File: src/rtl/spram_fifo_if.sv
// Producer/consumer handshake plus SPRAM port bundle for spram_fifo_ctrl.
// Defining FIFO_LEVEL_EN adds the occupancy output "level".
interface spram_fifo_if #(
   parameter int ADDR_WIDTH = 3,
   parameter int DATA_WIDTH = 8
);
   logic                  push_valid;
   logic [DATA_WIDTH-1:0] push_data;
   logic                  push_ready;
   logic                  pop_valid;
   logic [DATA_WIDTH-1:0] pop_data;
   logic                  pop_ready;
   logic                  full;
   logic                  ram_en;
   logic                  ram_we;
   logic [ADDR_WIDTH-1:0] ram_addr;
   logic [DATA_WIDTH-1:0] ram_wdata;
   logic [DATA_WIDTH-1:0] ram_rdata;

`ifdef FIFO_LEVEL_EN
   logic [ADDR_WIDTH:0]   level;

   modport slave (
      input  push_valid, push_data, pop_ready, ram_rdata,
      output push_ready, pop_valid, pop_data, full,
             ram_en, ram_we, ram_addr, ram_wdata, level
   );

   modport master (
      output push_valid, push_data, pop_ready, ram_rdata,
      input  push_ready, pop_valid, pop_data, full,
             ram_en, ram_we, ram_addr, ram_wdata, level
   );
`else
   modport slave (
      input  push_valid, push_data, pop_ready, ram_rdata,
      output push_ready, pop_valid, pop_data, full,
             ram_en, ram_we, ram_addr, ram_wdata
   );

   modport master (
      output push_valid, push_data, pop_ready, ram_rdata,
      input  push_ready, pop_valid, pop_data, full,
             ram_en, ram_we, ram_addr, ram_wdata
   );
`endif
endinterface

File: src/rtl/spram_fifo_ctrl.sv
// FIFO sequencer over one single-port RAM: arbitrates pushes vs head prefetch reads.
// Optional FIFO_LEVEL_EN adds a registered-state-derived occupancy output.
module spram_fifo_ctrl #(
   parameter int ADDR_WIDTH = 3,
   parameter int DATA_WIDTH = 8
) (
   input  logic        clk,
   input  logic        rst_n,
   spram_fifo_if.slave bus
);
   localparam int PW = ADDR_WIDTH + 1;
   localparam logic [PW-1:0] PTR_ONE = PW'(1);

   typedef enum logic [1:0] {
      GNT_NONE = 2'd0,
      GNT_WR   = 2'd1,
      GNT_RD   = 2'd2
   } gnt_e;

   logic [PW-1:0]         wr_ptr_q, wr_ptr_d;
   logic [PW-1:0]         rd_ptr_q, rd_ptr_d;
   logic                  rd_pend_q, rd_pend_d;
   logic                  pop_valid_q, pop_valid_d;
   logic [DATA_WIDTH-1:0] pop_data_q, pop_data_d;
   logic                  prio_q, prio_d;

   logic ram_empty;
   logic full;
   logic wr_want;
   logic rd_want;
   logic contested;
   gnt_e gnt;

   always_comb begin
      ram_empty = (rd_ptr_q == wr_ptr_q);
      full      = (wr_ptr_q[ADDR_WIDTH] != rd_ptr_q[ADDR_WIDTH]) &&
                  (wr_ptr_q[ADDR_WIDTH-1:0] == rd_ptr_q[ADDR_WIDTH-1:0]);
      // rst_n gating keeps push_ready/ram_en low while reset is held
      wr_want   = rst_n & bus.push_valid & ~full;
      rd_want   = rst_n & ~ram_empty & ~rd_pend_q & (~pop_valid_q | bus.pop_ready);
      contested = wr_want & rd_want;
      gnt       = GNT_NONE;
      if (contested) begin
         gnt = prio_q ? GNT_RD : GNT_WR;
      end else if (wr_want) begin
         gnt = GNT_WR;
      end else if (rd_want) begin
         gnt = GNT_RD;
      end
   end

   always_comb begin
      bus.push_ready = 1'b0;
      bus.ram_en     = 1'b0;
      bus.ram_we     = 1'b0;
      bus.ram_addr   = '0;
      wr_ptr_d       = wr_ptr_q;
      rd_ptr_d       = rd_ptr_q;
      rd_pend_d      = 1'b0;
      pop_valid_d    = pop_valid_q;
      pop_data_d     = pop_data_q;
      prio_d         = prio_q ^ contested;

      case (gnt)
         GNT_WR: begin
            bus.push_ready = 1'b1;
            bus.ram_en     = 1'b1;
            bus.ram_we     = 1'b1;
            bus.ram_addr   = wr_ptr_q[ADDR_WIDTH-1:0];
            wr_ptr_d       = wr_ptr_q + PTR_ONE;
         end
         GNT_RD: begin
            bus.ram_en     = 1'b1;
            bus.ram_addr   = rd_ptr_q[ADDR_WIDTH-1:0];
            rd_ptr_d       = rd_ptr_q + PTR_ONE;
            rd_pend_d      = 1'b1;
         end
         default: ;
      endcase

      // a read is only issued when the pop register is free by the capture edge
      if (rd_pend_q) begin
         pop_data_d  = bus.ram_rdata;
         pop_valid_d = 1'b1;
      end else if (pop_valid_q && bus.pop_ready) begin
         pop_valid_d = 1'b0;
      end
   end

   always_ff @(posedge clk or negedge rst_n) begin
      if (!rst_n) begin
         wr_ptr_q    <= '0;
         rd_ptr_q    <= '0;
         rd_pend_q   <= 1'b0;
         pop_valid_q <= 1'b0;
         pop_data_q  <= '0;
         prio_q      <= 1'b0;
      end else begin
         wr_ptr_q    <= wr_ptr_d;
         rd_ptr_q    <= rd_ptr_d;
         rd_pend_q   <= rd_pend_d;
         pop_valid_q <= pop_valid_d;
         pop_data_q  <= pop_data_d;
         prio_q      <= prio_d;
      end
   end

   assign bus.full      = full;
   assign bus.pop_valid = pop_valid_q;
   assign bus.pop_data  = pop_data_q;
   assign bus.ram_wdata = bus.push_data;

`ifdef FIFO_LEVEL_EN
   // words in RAM, plus one in flight, plus the pop register
   assign bus.level = (wr_ptr_q - rd_ptr_q) + PW'(rd_pend_q) + PW'(pop_valid_q);
`else
   // default build carries no occupancy output
`endif

endmodule

File: src/flat_wrapper.sv
// flat-port wrapper written by rule: the top's interface ports become plain ports
module spram_fifo_ctrl_flat 
#(
   parameter int ADDR_WIDTH = 3,
   parameter int DATA_WIDTH = 8
)
  (clk, rst_n, bus_push_valid, bus_push_data, bus_pop_ready, bus_ram_rdata, bus_push_ready, bus_pop_valid, bus_pop_data, bus_full, bus_ram_en, bus_ram_we, bus_ram_addr, bus_ram_wdata);
  spram_fifo_if #(.ADDR_WIDTH(ADDR_WIDTH), .DATA_WIDTH(DATA_WIDTH)) bus_i ();
  input  logic clk;
  input  logic rst_n;
  input wire logic [$bits(bus_i.push_valid)-1:0] bus_push_valid;
  input wire logic [$bits(bus_i.push_data)-1:0] bus_push_data;
  input wire logic [$bits(bus_i.pop_ready)-1:0] bus_pop_ready;
  input wire logic [$bits(bus_i.ram_rdata)-1:0] bus_ram_rdata;
  output wire logic [$bits(bus_i.push_ready)-1:0] bus_push_ready;
  output wire logic [$bits(bus_i.pop_valid)-1:0] bus_pop_valid;
  output wire logic [$bits(bus_i.pop_data)-1:0] bus_pop_data;
  output wire logic [$bits(bus_i.full)-1:0] bus_full;
  output wire logic [$bits(bus_i.ram_en)-1:0] bus_ram_en;
  output wire logic [$bits(bus_i.ram_we)-1:0] bus_ram_we;
  output wire logic [$bits(bus_i.ram_addr)-1:0] bus_ram_addr;
  output wire logic [$bits(bus_i.ram_wdata)-1:0] bus_ram_wdata;
  assign bus_i.push_valid = bus_push_valid;
  assign bus_i.push_data = bus_push_data;
  assign bus_i.pop_ready = bus_pop_ready;
  assign bus_i.ram_rdata = bus_ram_rdata;
  assign bus_push_ready = bus_i.push_ready;
  assign bus_pop_valid = bus_i.pop_valid;
  assign bus_pop_data = bus_i.pop_data;
  assign bus_full = bus_i.full;
  assign bus_ram_en = bus_i.ram_en;
  assign bus_ram_we = bus_i.ram_we;
  assign bus_ram_addr = bus_i.ram_addr;
  assign bus_ram_wdata = bus_i.ram_wdata;
  spram_fifo_ctrl #(.ADDR_WIDTH(ADDR_WIDTH), .DATA_WIDTH(DATA_WIDTH)) u_core (.clk(clk), .rst_n(rst_n), .bus(bus_i));
endmodule
File: config.mk
export PLATFORM = sky130hd
export DESIGN_NAME = spram_fifo_ctrl_flat
export DESIGN_NICKNAME = d
export VERILOG_FILES = /design/src/rtl/spram_fifo_if.sv /design/src/rtl/spram_fifo_ctrl.sv /design/src/flat_wrapper.sv
export SDC_FILE = /design/constraint.sdc
export NUM_CORES = 1
export LEC_CHECK = 0
export ABC_AREA = 1
export BUFFER_PORTS_ARGS = -buffer_cell sky130_fd_sc_hd__buf_2
export CAP_MARGIN = 20
export CORE_MARGIN = 1.5
export CORE_UTILIZATION = 50
export DETAILED_ROUTE_END_ITERATION = 10
export PLACE_DENSITY = 0.89
export SLEW_MARGIN = 20
export SYNTH_ARGS = -nofsm -noshare
export SYNTH_HDL_FRONTEND = slang
export SYNTH_SLANG_ARGS = --single-unit
File: constraint.sdc
create_clock -name clk -period 3.1 [get_ports clk]
set_input_delay 0.775 -clock clk [delete_from_list [all_inputs] [get_ports clk]]
set_output_delay 0.775 -clock clk [all_outputs]
set_load 0.01 [all_outputs]
# Yosys cells after proc, flatten, opt, wreduce, memory -nomap -nowiden
# Cells that the tools add are included.
[totals] out_inout_bits=24 wordCells=39 reg_bits=19
[classes] n_eq_ne=5 n_mux=10 addsub=2 reduce_logical=4 n_bitwise=12
[ops] op="adder 4 x 1 -> 4 bit (second input constant)" n=2
[ops] op="two-way mux 2 bit" n=4
[ops] op="bitwise AND 1 bit" n=6
[ops] op="one-hot mux 3 bit (2 select lines)" n=1
[ops] op="two-way mux 1 bit" n=5
[ops] op="== test 4 bit" n=1
[ops] op="NOT 1 bit" n=4
[ops] op="== test 3 bit" n=1
[ops] op="== test 2 x 1 -> 1 bit (second input constant)" n=1
[ops] op="== test 2 bit (second input constant)" n=1
[ops] op="logical AND 1 bit" n=2
[ops] op="nonzero test 2 bit" n=1
[ops] op="OR reduction 2 bit" n=1
[ops] op="inequality test 1 bit" n=1
[ops] op="OR 1 bit" n=1
[ops] op="XOR 1 bit" n=1

# Logic depth before layout (Yosys ltp)
[depth] depth_word=11 depth_mapped=14 mapped_depth_nobuf=13

# Least setup slack after synthesis
# No wires, ideal clock.
[synth_path] path_kind="input to output" from="input port bus_pop_ready" to="output port bus_ram_addr[1]" arrival_time_ns=1.971 stages=10 path_slack_ns=0.354 cell_sequence="inv_1 -> nand2_1 -> nand3_1 -> nor2_4 -> nand3_1 -> nand2_1 -> ha_1 -> clkbuf_2 -> nand2_1 -> a21oi_1"
[synth_between] elab_chain_len=7 word_cells_on_any_way=9 cone_classes="2 x eq/ne; 4 x mux; 3 x bitwise"
[synth_lines] item="start: declaration" line_no="flat_wrapper.sv:13" text="input wire logic [$bits(bus_i.pop_ready)-1:0] bus_pop_ready;"
[synth_lines] item="OR 1 bit (*)" line_no="spram_fifo_ctrl.sv:40" text="rd_want = rst_n & ~ram_empty & ~rd_pend_q & (~pop_valid_q | bus.pop_ready);"
[synth_lines] item="bitwise AND 1 bit (*)" line_no="spram_fifo_ctrl.sv:40"
[synth_lines] item="two-way mux 2 bit" line_no="spram_fifo_ctrl.sv:47" text="end else if (rd_want) begin"
[synth_lines] item="two-way mux 2 bit" line_no="spram_fifo_ctrl.sv:45" text="end else if (wr_want) begin"
[synth_lines] item="two-way mux 2 bit (*)" line_no="spram_fifo_ctrl.sv:43" text="if (contested) begin"
[synth_lines] item="== test 2 bit / == test 2 x 1 -> 1 bit (equally long branches)" line_no="spram_fifo_ctrl.sv:64" text="case (gnt)"
[synth_lines] item="one-hot mux 3 bit (2 select lines) (*)" line_no="spram_fifo_ctrl.sv:64"
[synth_lines] item="end: declaration" line_no="flat_wrapper.sv:21" text="output wire logic [$bits(bus_i.ram_addr)-1:0] bus_ram_addr;"
# Every way passes the cells marked *; elsewhere a longest branch is shown, timed or not.

# Final worst setup path
[layout_path] from="register u_core.wr_ptr_q[0]" to="output port bus_ram_addr[1]"
[layout_between] elab_chain_len=10 word_cells_on_any_way=16 cone_classes="4 x eq/ne; 4 x mux; 7 x bitwise; 1 x reduce/logical"
[layout_lines] item="start: declaration" line_no="spram_fifo_ctrl.sv:20" text="logic [PW-1:0] wr_ptr_q, wr_ptr_d;"
[layout_lines] item="start signal: assignment" line_no="spram_fifo_ctrl.sv:99" text="wr_ptr_q <= wr_ptr_d;"
[layout_lines] item="== test 4 bit" line_no="spram_fifo_ctrl.sv:35" text="ram_empty = (rd_ptr_q == wr_ptr_q);"
[layout_lines] item="NOT 1 bit" line_no="spram_fifo_ctrl.sv:40"
[layout_lines] item="bitwise AND 1 bit (3 in a row)" line_no="spram_fifo_ctrl.sv:40"
[layout_lines] item="two-way mux 2 bit" line_no="spram_fifo_ctrl.sv:47"
[layout_lines] item="two-way mux 2 bit" line_no="spram_fifo_ctrl.sv:45"
[layout_lines] item="two-way mux 2 bit (*)" line_no="spram_fifo_ctrl.sv:43"
[layout_lines] item="== test 2 bit / == test 2 x 1 -> 1 bit (equally long branches)" line_no="spram_fifo_ctrl.sv:64"
[layout_lines] item="one-hot mux 3 bit (2 select lines) (*)" line_no="spram_fifo_ctrl.sv:64"
# Marked as above.

==> impl_results.html <==
<table>
<tr><th>Metric</th><th>Value</th></tr>
<tr><th colspan="2">CTS</th></tr>
<tr><td>Clock root buffer</td><td>sky130_fd_sc_hd__clkbuf_4</td></tr>
<tr><td>Post CTS Setup Buffer Count</td><td>0</td></tr>
<tr><td>H-tree depth</td><td>1</td></tr>
<tr><td>Skew-Pair Late Insertion Delay</td><td>~0.3 ns</td></tr>
<tr><td>Clock buffer depth</td><td>2</td></tr>
<tr><td>Clock slew seen by the registers of the worst setup and hold paths</td><td>about 0.12 ns</td></tr>
<tr><td>Clock tree from TritonCTS</td><td>done</td></tr>
<tr><td>Num CTS Buffers</td><td>3</td></tr>
<tr><td>Clock Sinks</td><td>19</td></tr>
<tr><th colspan="2">Die</th></tr>
<tr><td>Overall die width</td><td>between 40 and 50 um</td></tr>
<tr><td>Die Outline Area</td><td>around 2400 um2</td></tr>
<tr><td>IO Count</td><td>44</td></tr>
<tr><td>Die Y</td><td>about 50 um</td></tr>
<tr><td>Rows</td><td>16</td></tr>
<tr><td>Starting Density</td><td>0.532</td></tr>
<tr><td>Core footprint</td><td>slightly below 2000 um2</td></tr>
<tr><th colspan="2">Critical path</th></tr>
<tr><td>Data required time of the critical path</td><td>between 2 and 2.5 ns</td></tr>
<tr><td>Startpoint class of the critical path</td><td>register</td></tr>
<tr><td>Sort of element at the end of the critical path</td><td>output port</td></tr>
<tr><td>Data arrival, critical path</td><td>between 2 and 2.5 ns</td></tr>
<tr><td>Category of the most critical setup path</td><td>register to output port</td></tr>
<tr><td>CP max FO</td><td>9</td></tr>
<tr><th colspan="2">Placed design</th></tr>
<tr><td>Count of input and output buffers</td><td>27</td></tr>
<tr><td>Cell area reported after detailed placement</td><td>roughly 1100 um2</td></tr>
<tr><td>Worst-case setup slack after placement</td><td>roughly 0.19 ns</td></tr>
<tr><td>Placed Cells</td><td>around 180</td></tr>
<tr><td>DP HPWL</td><td>1540 um</td></tr>
<tr><td>GP Congestion</td><td>0.888</td></tr>
<tr><th colspan="2">Timing</th></tr>
<tr><td>Total setup violations reported at the end of the flow</td><td>0</td></tr>
<tr><td>Count of pins over their slew limit</td><td>0</td></tr>
<tr><td>Minimum clock period after layout</td><td>between 2 and 3 ns</td></tr>
<tr><td>Fin Clk Skew</td><td>0.00924 ns</td></tr>
<tr><td>Headroom to the max-slew limit</td><td>0.843</td></tr>
<tr><td>Fmax</td><td>roughly 350 MHz</td></tr>
<tr><td>Worst-margin pin slew</td><td>0.233 ns</td></tr>
<tr><td>Final worst path period share</td><td>0.932</td></tr>
<tr><td>Post-route setup slack</td><td>~0.21 ns</td></tr>
<tr><td>Hold Violations, Final</td><td>0</td></tr>
<tr><td>Total negative setup slack</td><td>0 ns</td></tr>
<tr><th colspan="2">Detailed routing</th></tr>
<tr><td>Total vias in the final route</td><td>between 800 and 900</td></tr>
<tr><td>Final routed wirelength across all metal layers</td><td>between 1500 and 2000 um</td></tr>
<tr><td>Average wire length per cell after detail routing</td><td>about 11 um</td></tr>
<tr><td>Routed vias/inst</td><td>4.68</td></tr>
<tr><td>Detailed-route DRC error count</td><td>0</td></tr>
<tr><td>Detailed Route Iter0 Violations</td><td>25</td></tr>
<tr><td>Antenna viol nets, final</td><td>0</td></tr>
<tr><td>DRT Pass-1 Iters</td><td>4</td></tr>
<tr><th colspan="2">Pwr</th></tr>
<tr><td>P per Cell Area</td><td>between 900 and 1000 nW/um2</td></tr>
<tr><td>Peak VDD IR</td><td>around 0.5 mV</td></tr>
<tr><td>Leakage power</td><td>~0.68 nW</td></tr>
<tr><th colspan="2">Global route</th></tr>
<tr><td>Via count of the first global-routing pass</td><td>810</td></tr>
<tr><td>Number of antenna violations at the first check in global routing</td><td>0</td></tr>
<tr><td>Maximum number of pins on one net before global-route repair</td><td>17</td></tr>
<tr><td>Global-route wire length before repair</td><td>around 3400 um</td></tr>
<tr><td>Sum of overflow across all layers after global routing</td><td>0</td></tr>
<tr><td>Overall routing resource usage</td><td>0.188</td></tr>
<tr><th colspan="2">Cells and area</th></tr>
<tr><td>Area Overhead vs Synth</td><td>12.9%</td></tr>
<tr><td>Total area of sequential cells</td><td>between 400 and 500 um2</td></tr>
<tr><td>Area of the multi-input gates</td><td>450 um2</td></tr>
<tr><td>Most frequent cells in the layout</td><td>60 x sky130_fd_sc_hd__nand2_1, 27 x sky130_fd_sc_hd__buf_2, 18 x sky130_fd_sc_hd__dfrtp_1</td></tr>
<tr><td>FILL cells</td><td>170</td></tr>
<tr><td>Count of nets after finishing</td><td>roughly 180</td></tr>
<tr><td>Number of diodes added for antenna fixing</td><td>0</td></tr>
<tr><td>Finished Layout Cells</td><td>approximately 180</td></tr>
<tr><td>Commonest non-fill, non-tap cell in the layout</td><td>sky130_fd_sc_hd__nand2_1</td></tr>
<tr><td>Post-route cell area</td><td>roughly 1200 um2</td></tr>
<tr><td>Fraction of layout instances using a drive strength above 1</td><td>0.276</td></tr>
<tr><th colspan="2">Job</th></tr>
<tr><td>Max-capacitance violation count</td><td>0</td></tr>
<tr><th colspan="2">Yosys</th></tr>
<tr><td>Synthesized net count</td><td>around 160</td></tr>
<tr><td>Share of Yosys cell area claimed by the top area cell type</td><td>0.451</td></tr>
<tr><td>Post-synth top area cell</td><td>sky130_fd_sc_hd__dfrtp_1</td></tr>
<tr><td>Synthesis Warnings</td><td>0</td></tr>
<tr><td>Register area share after synthesis</td><td>0.451</td></tr>
<tr><td>Synthesized flop and latch total</td><td>19</td></tr>
<tr><td>Dominant cells by area after synthesis</td><td>sky130_fd_sc_hd__dfrtp_1 45%, sky130_fd_sc_hd__nand2_1 21%, sky130_fd_sc_hd__buf_4 6.4%</td></tr>
<tr><td>Netlist area before placement</td><td>about 1100 um2</td></tr>
<tr><td>Avg Inst Size Synth</td><td>just over 8 um2</td></tr>
<tr><td>Synth Instances</td><td>131</td></tr>
<tr><td>Count of unique library cells instantiated by Yosys</td><td>18</td></tr>
<tr><th colspan="2">Worst hold path</th></tr>
<tr><td>Kind of path behind the tightest hold check</td><td>input pin to asynchronous set/reset pin</td></tr>
<tr><th colspan="2">Run status</th></tr>
<tr><td>Status</td><td>completed</td></tr>
</table>
-- timing repair --
action	CTS	global route
gates resized for setup	0	3
setup endpoints to repair	0	3
endpoints found under the hold margin	0	0
hold buffers	0	0
-- routing by layer --
metal | share of wire | routed length, um | global-route usage | up-vias
met4 | 0.032 | 63 | 0.119 | 0
met2 | 0.54 | 1070 | 0.333 | 14
li1 | - | - | - | 427
met3 | 0.026 | 52 | 0.0307 | 8
met5 | 0 | 0 | 0 | -
met1 | 0.40 | 807 | 0.209 | 388
-- Yosys cell counts (all sizes together) --
cell / instances
nand2: 61
dfrtp: 19
inv: 14
buf: 10
xor2: 6
ha: 5
nor2: 4
a21oi: 3
nand3: 2
nor3: 2
o21ai: 2
a21boi: 1
clkbuf: 1
clkinv: 1
-- final cells by class --
class	instances	area share
flip-flops and latches	19	0.400
clock buffers	3	0.0189
clock inverters	1	0.00630
multi-input cells	86	0.378
inverters	15	0.0483
well taps	27	0.0284
repair buffers	28	0.120
-- worst max-delay path, stage by stage (launching register included) --
cell	delay, ns
sky130_fd_sc_hd__dfrtp_1	0.46
sky130_fd_sc_hd__inv_1	0.11
sky130_fd_sc_hd__nand2_1	0.06
sky130_fd_sc_hd__nand2_1	0.07
sky130_fd_sc_hd__nand2_2	0.08
sky130_fd_sc_hd__nor2_2	0.16
sky130_fd_sc_hd__nor2_4	0.06
sky130_fd_sc_hd__nand2_1	0.05
sky130_fd_sc_hd__nand2_1	0.08
sky130_fd_sc_hd__inv_1	0.11
sky130_fd_sc_hd__ha_4	0.19
sky130_fd_sc_hd__nand2_1	0.08
sky130_fd_sc_hd__a21oi_1	0.16
sky130_fd_sc_hd__buf_2	0.15
-- sequential cells by signal (all words and copies together), names as in the netlist --
| register | flops |
|---|---|
| u_core.prio_q | 1 |
| u_core.bus.pop_valid | 1 |
| u_core.wr_ptr_q | 4 |
| u_core.rd_pend_q | 1 |
| u_core.bus.pop_data | 8 |
| u_core.rd_ptr_q | 4 |
-- path summary, 6_finish.rpt --
check	cells past startpoint	endpoint	startpoint	slack, ns
hold reg to reg	2	u_core.bus.pop_data[7]	u_core.bus.pop_data[7]	0.48
setup reg to reg	11	u_core.rd_ptr_q[3]	u_core.wr_ptr_q[0]	1.06
max in group asynchronous	2	u_core.rd_pend_q	rst_n	2.42
setup / recovery	13	bus_ram_addr[1]	u_core.wr_ptr_q[0]	0.21
min in group clk	2	u_core.bus.pop_data[7]	u_core.bus.pop_data[7]	0.48
hold / removal	1	u_core.prio_q	rst_n	0.26
-- stage by stage --
| step | hold WS, ns | utilization | power [mW] |
|---|---|---|---|
| after floorplan | 0.462 | - | 0.834 |
| after global placement | 0.452 | 0.579 | 0.956 |
| final | 0.262 | 0.601 | 1.13 |
| after CTS | 0.258 | 0.594 | 1.12 |
| after global routing | 0.241 | 0.601 | 1.24 |
| after detailed placement | 0.454 | 0.579 | 0.986 |
-- cells by family after synthesis --
group | share of synthesized area
and+or+nand+nor | 0.272
DFF | 0.451
buffers and inverters | 0.134
xor gates and xnor gates | 0.0498
adders and majority gates | 0.0593
AOI/OAI and AO/OA | 0.0344
-- where the power goes --
| part | switching, mW | internal, mW |
|---|---|---|
| clock network | 0.0807 | 0.0490 |
| registers | 0.112 | 0.368 |
| logic | 0.311 | 0.210 |
| total | 0.503 | 0.627 |
No activity file was read; power rests on OpenSTA's default activity.
